$ cat config.mk
export PLATFORM = sky130hd
export DESIGN_NAME = mux_sel_scan
export DESIGN_NICKNAME = d
export VERILOG_FILES = /design/src/rtl/mux_scan_pkg.sv /design/src/rtl/dwell_cnt.sv /design/src/rtl/mux_sel_scan.sv
export SDC_FILE = /design/constraint.sdc
export NUM_CORES = 1
export LEC_CHECK = 0
export ABC_AREA = 1
export CAP_MARGIN = 15
export CORE_MARGIN = 2
export CORE_UTILIZATION = 55
export DETAILED_ROUTE_END_ITERATION = 7
export PLACE_DENSITY = 0.78
export SYNTH_ARGS = -nofsm -noshare
export SYNTH_HDL_FRONTEND = slang
export SYNTH_SLANG_ARGS = --single-unit
export TNS_END_PERCENT = 10
$ cat constraint.sdc
create_clock -name clk -period 2.43 [get_ports clk]
set_input_delay 0.243 -clock clk [delete_from_list [all_inputs] [get_ports clk]]
set_output_delay 0.243 -clock clk [all_outputs]
set_load 0.005 [all_outputs]
$ cat src/rtl/mux_scan_pkg.sv
`default_nettype none
// ============================================================================
//  Module      : mux_scan_pkg
//  Description : Shared types, constants and channel-walk helpers for the
//                4:1 mux select sequencer.
//  Revision    : 1.0 - initial release
// ============================================================================
package mux_scan_pkg;

  localparam int NCH = 4;

  typedef enum logic {
    IDLE = 1'b0,
    SCAN = 1'b1
  } state_t;

  // Lowest enabled channel; returns 0 for an empty mask (never used that way).
  function automatic logic [1:0] first_en(input logic [NCH-1:0] mask);
    logic [1:0] res;
    res = 2'd0;
    for (int i = NCH - 1; i >= 0; i--) begin
      if (mask[i]) res = 2'(i);
    end
    return res;
  endfunction

  // Next enabled channel strictly above cur; returns cur when none exists.
  function automatic logic [1:0] next_en(input logic [NCH-1:0] mask,
                                         input logic [1:0]     cur);
    logic [1:0] res;
    res = cur;
    for (int i = NCH - 1; i >= 0; i--) begin
      if (mask[i] && (i > int'(cur))) res = 2'(i);
    end
    return res;
  endfunction

  // True when cur is the highest enabled channel, i.e. the sweep ends here.
  function automatic logic is_last(input logic [NCH-1:0] mask,
                                   input logic [1:0]     cur);
    logic res;
    res = 1'b1;
    for (int i = 0; i < NCH; i++) begin
      if (mask[i] && (i > int'(cur))) res = 1'b0;
    end
    return res;
  endfunction

endpackage
`default_nettype wire

$ cat src/rtl/dwell_cnt.sv
`default_nettype none
// ============================================================================
//  Module      : dwell_cnt
//  Description : Loadable down-counter timing how long each select is held.
//                o_zero flags the final cycle of a dwell: the count reaches
//                zero on the coming edge.
//  Revision    : 1.0 - initial release
// ============================================================================
module dwell_cnt #(
  parameter int DWELL_W = 8
) (
  input  logic               clk,
  input  logic               rst,
  input  logic               i_load,
  input  logic [DWELL_W-1:0] i_load_val,
  input  logic               i_en,
  output logic               o_zero
);

  logic [DWELL_W-1:0] r_cnt;

  // Load takes priority over counting down; count stops at zero.
  always_ff @(posedge clk or posedge rst) begin
    if (rst) begin
      r_cnt <= '0;
    end else if (i_load) begin
      r_cnt <= i_load_val;
    end else if (i_en && (r_cnt != '0)) begin
      r_cnt <= r_cnt - DWELL_W'(1);
    end
  end

  assign o_zero = (r_cnt <= DWELL_W'(1));

endmodule
`default_nettype wire

$ cat src/rtl/mux_sel_scan.sv
`default_nettype none
// ============================================================================
//  Module      : mux_sel_scan
//  Description : Walks the 4:1 mux select over enabled channels, holds each
//                for a programmable dwell, samples f at the end of each dwell
//                and assembles a 4-bit frame per sweep (single/continuous).
//  Revision    : 1.0 - initial release
// ============================================================================
module mux_sel_scan
  import mux_scan_pkg::*;
#(
  parameter int DWELL_W = 8
) (
  input  logic               clk,
  input  logic               rst,
  input  logic               i_start,
  input  logic               i_stop,
  input  logic               i_mode,
  input  logic [NCH-1:0]     i_en_mask,
  input  logic [DWELL_W-1:0] i_dwell,
  input  logic               i_f_in,
  output logic [1:0]         o_sel,
  output logic               o_busy,
  output logic               o_done,
  output logic [NCH-1:0]     o_frame
);

  state_t             r_state;
  logic [1:0]         r_sel;
  logic [NCH-1:0]     r_mask;
  logic [DWELL_W-1:0] r_d;
  logic [NCH-1:0]     r_work;
  logic [NCH-1:0]     r_frame;
  logic               r_done;

  state_t             w_state_nxt;
  logic [1:0]         w_sel_nxt;
  logic [NCH-1:0]     w_mask_nxt;
  logic [DWELL_W-1:0] w_d_nxt;
  logic [NCH-1:0]     w_work_nxt;
  logic [NCH-1:0]     w_frame_nxt;
  logic               w_done_nxt;
  logic               w_load;
  logic [DWELL_W-1:0] w_load_val;
  logic [DWELL_W-1:0] w_dwell_eff;
  logic [NCH-1:0]     w_cap;
  logic               w_zero;

  // A programmed dwell of zero behaves as a single cycle.
  assign w_dwell_eff = (i_dwell == '0) ? DWELL_W'(1) : i_dwell;

  dwell_cnt #(
    .DWELL_W (DWELL_W)
  ) u_dwell_cnt (
    .clk        (clk),
    .rst        (rst),
    .i_load     (w_load),
    .i_load_val (w_load_val),
    .i_en       (r_state == SCAN),
    .o_zero     (w_zero)
  );

  // Next-state, select walk, capture and frame assembly.
  always_comb begin
    w_state_nxt = r_state;
    w_sel_nxt   = r_sel;
    w_mask_nxt  = r_mask;
    w_d_nxt     = r_d;
    w_work_nxt  = r_work;
    w_frame_nxt = r_frame;
    w_done_nxt  = 1'b0;
    w_load      = 1'b0;
    w_load_val  = r_d;
    w_cap       = r_work;
    w_cap[r_sel] = i_f_in;

    case (r_state)
      IDLE: begin
        if (i_start && !i_stop && (i_en_mask != '0)) begin
          w_mask_nxt  = i_en_mask;
          w_d_nxt     = w_dwell_eff;
          w_sel_nxt   = first_en(i_en_mask);
          w_load      = 1'b1;
          w_load_val  = w_dwell_eff;
          w_state_nxt = SCAN;
        end
      end
      SCAN: begin
        if (i_stop) begin
          // Abort wins over a sweep finishing on the same edge.
          w_work_nxt  = '0;
          w_state_nxt = IDLE;
        end else if (w_zero) begin
          if (!is_last(r_mask, r_sel)) begin
            w_work_nxt = w_cap;
            w_sel_nxt  = next_en(r_mask, r_sel);
            w_load     = 1'b1;
            w_load_val = r_d;
          end else begin
            w_frame_nxt = w_cap & r_mask;
            w_done_nxt  = 1'b1;
            w_work_nxt  = '0;
            if (!i_mode || (i_en_mask == '0)) begin
              w_state_nxt = IDLE;
            end else begin
              // Back-to-back sweep with freshly sampled mask and dwell.
              w_mask_nxt = i_en_mask;
              w_d_nxt    = w_dwell_eff;
              w_sel_nxt  = first_en(i_en_mask);
              w_load     = 1'b1;
              w_load_val = w_dwell_eff;
            end
          end
        end
      end
      default: w_state_nxt = IDLE;
    endcase
  end

  // State and datapath registers.
  always_ff @(posedge clk or posedge rst) begin
    if (rst) begin
      r_state <= IDLE;
      r_sel   <= 2'b00;
      r_mask  <= '0;
      r_d     <= '0;
      r_work  <= '0;
      r_frame <= '0;
      r_done  <= 1'b0;
    end else begin
      r_state <= w_state_nxt;
      r_sel   <= w_sel_nxt;
      r_mask  <= w_mask_nxt;
      r_d     <= w_d_nxt;
      r_work  <= w_work_nxt;
      r_frame <= w_frame_nxt;
      r_done  <= w_done_nxt;
    end
  end

  assign o_sel   = r_sel;
  assign o_busy  = (r_state == SCAN);
  assign o_done  = r_done;
  assign o_frame = r_frame;

endmodule
`default_nettype wire

==> results.toml <==
[finish]
finalNonFillerCells = 330
area_growth_pct = 17.61
final_common_cell = "nand2_1"
layout_common_cells = "53 x nand2_1, 40 x inv_1, 32 x dfrtp_1"
drive_gt1_share_pct = 16.90
nets = 304
num-fill-cells = 296
diodes = 0
final_core_util_pct = 69.23

[power_and_ir_drop]
irDropWorstVdd_uv = 537.5
intPower_mw = 1.197
power.net_switching_uw = 785.3
p_sw_share_pct = 39.61
leakagePower_nw = 1.165
p_seq_share_pct = 40.3
combPwrFrac_pct = 38.8
power_frac_clock_pct = 20.9
power_density_nw_per_um2 = 838.4

[detailed_routing]
vias = 1664
drt_first_pass_iters = 4
wl_per_cell_um = 12.56
ant_nets = 0
first_iter_violations = 81
drt_wl_total_um = 4144
avgViaCountPerCell = 5.042
drc = 0

[worst_setup_path]
critPathCaptureType = "register"
critPathArrivalTime_ns = 2.13
crit_path_cell_trace = "inv_1 -> ha_1 -> nor2_1 -> nor2_1 -> nand2_1 -> nor2_4 -> nand2_4 -> nand2_4 -> inv_2 -> nand2_1 -> nand2_1 -> inv_1 -> nand2_1"
crit_type = "reg2reg"
start_kind = "register"
crit_path_frequent_cell = "nand2_1"
slowest_stage = "dfrtp_1"
critPathLaunch = "u_dwell_cnt.r_cnt[0]"
worstPathRequired_ns = 2.68
rr_startpoint = "u_dwell_cnt.r_cnt[0]"
cp_max_fo = 13
r2r_setup_slack_ns = 0.54
max_stage_delay_ns = 0.42

[sta]
finalSetupViolCount = 0
worst_pin_slew_ns = 0.4523
skew_ns = 0.004017
rsz0062_at_grt = "no"
slew_viol_final = 0
slew-limit-headroom_pct = 69.85
final-hold-violation-count = 0
fin_crit_sh_pct = 77.59
setup_tns_ns = 0
clock.fmax_mhz = 530.4
fin_crit_ns = 1.886

[clocking]
clk_pin_slew_ns = 0.11
numCtsBuffers = 5
h-tree-depth = 2
post-cts-setup-buffers = 0
cts_resized = 0
clockBufferDepth = 2
cts-root-buf = "clkbuf_4"
cts_hold_buf = 0
clock_latency_ns = 0.34
clkSinkCount = 32
cts_tree = "done"

[synth]
netlist_area_um2 = 2011
syn-num-nets = 275
synth_cell_type_count = 29
ys_ff_latch = 32
avgSynthCellArea_um2 = 7.916
ys.warnings.count = 0
postSynthCellCount = 254
yosysSeqAreaShare_pct = 39.83

[global_routing]
grt_pass1_vias = 1602
grt_overflow = 0
grt_pass1_wl_um = 7376
grt_usage_pct = 23.43
antenna_found_initial = 0
grt_start_max_net_pins = 33

[flow_run]
maxCapViolCount = 0

[place]
portBuffers = 25
place_hpwl_um = 2999
gp_congestion = 0.8331
dp.cells = 322

[die]
die_area_um2 = 4156
rows = 21
start_util_pct = 58.86
die_width_um = 64.47
pin_count = 26
dieHeight_um = 64.47
core_um2 = 3416

[status]
status = "finished, final reports clean"

[min_path]
hold_path.class = "in2async"
[per-stage QoR]
| stage | total power [mW] | hold WS (ns) | area (um^2) | setup WS, ns |
|---|---|---|---|---|
| 2_1_floorplan | 1.394 | 0.3592 | 2011 | 0.8616 |
| 3_3_place_gp | 1.558 | 0.4675 | 2285 | 0.5352 |
| 3_5_place_dp | 1.569 | 0.4787 | 2285 | 0.5156 |
| 4_1_cts | 1.992 | 0.2890 | 2365 | 0.5414 |
| 5_1_grt | 2.145 | 0.3395 | 2365 | 0.3507 |
| 6_report | 1.983 | 0.2776 | 2365 | 0.5445 |
[metal layers]
layer / global-route usage, % / wire length (um) / up-vias
met2: 35.81 / 1856 / 48
li1: - / - / 873
met1: 33.33 / 2035 / 738
met3: 4.688 / 206 / 5
met5: 0 / 0 / -
met4: 8.245 / 46 / 0
[worst max-delay path, delay by kind of cell, from the launching register on]
family	cells	cell delay (ns)
and+or+nand+nor	9	0.89
DFF	1	0.42
buffers and inverters	3	0.27
adders and majority gates	1	0.20
[sequential cells by signal (all words and copies together), names as in the netlist]
signal             count
r_mask                 4
o_sel                  2
o_frame                4
o_done                 1
u_dwell_cnt.r_cnt      8
o_busy                 1
r_d                    8
r_work                 4
[path summary, 6_finish.rpt]
kind	depth (start not counted)	end
setup / recovery	13	u_dwell_cnt.r_cnt[6]
hold / removal	3	o_sel[0]
setup reg to reg	13	u_dwell_cnt.r_cnt[6]
hold reg to reg	2	o_frame[3]
max in group asynchronous	3	r_d[2]
min in group clk	3	r_mask[2]
[kinds of logic after synthesis]
| kind of cell | synth area share (%) |
|---|---|
| AOI/OAI and AO/OA | 10.27 |
| xor gates and xnor gates | 0.8713 |
| adders and majority gates | 1.867 |
| buffers and inverters | 11.14 |
| DFF | 39.83 |
| and+or+nand+nor | 36.03 |
[area by class of cell]
type                       instances  area [um^2]  area share, %
clock buffer                       5        37.54          1.587
multi-input combinational        170        985.9          41.69
timing repair buffer              26        257.7          10.90
sequential                        32        800.8          33.86
tap                               46        57.56          2.434
clock inverter                     3        42.54          1.799
inverter                          48        182.7          7.725
[synth_stat cells]
cell      number  area [um^2]
nand2_1       53        198.9
inv_1         40        150.1
dfrtp_1       32        800.8
nand3_1       17        85.08
nand4_1       15        93.84
nor2_1        15        56.30
o21ai_0       15        75.07
nand2_4        8        90.09
inv_2          7        26.28
a21oi_1        6        30.03
and2_1         6        37.54
nand2_2        6        37.54
nand3_2        4        40.04
o21ai_1        4        20.02
buf_6          3        33.78
ha_1           3        37.54
nor2_2         3        18.77
o21ai_2        3        26.28
a21oi_2        2        17.52
nand3_4        2        35.03
xor2_1         2        17.52
a31oi_1        1        6.260
buf_4          1        7.510
inv_4          1        6.260
nand3b_4       1        20.02
nor2_4         1        11.26
o211ai_1       1        7.510
o21ai_4        1        16.27
o31ai_1        1        7.510
[power groups by stage]
stage	combinational (mW)	clock, mW	sequential [mW]
after global placement	0.754	0	0.805
after CTS	0.771	0.423	0.799
final	0.769	0.414	0.799
after detailed placement	0.762	0	0.807
after floorplan	0.616	0	0.777
after global routing	0.880	0.445	0.819
Power figures use the tool's default switching activity.
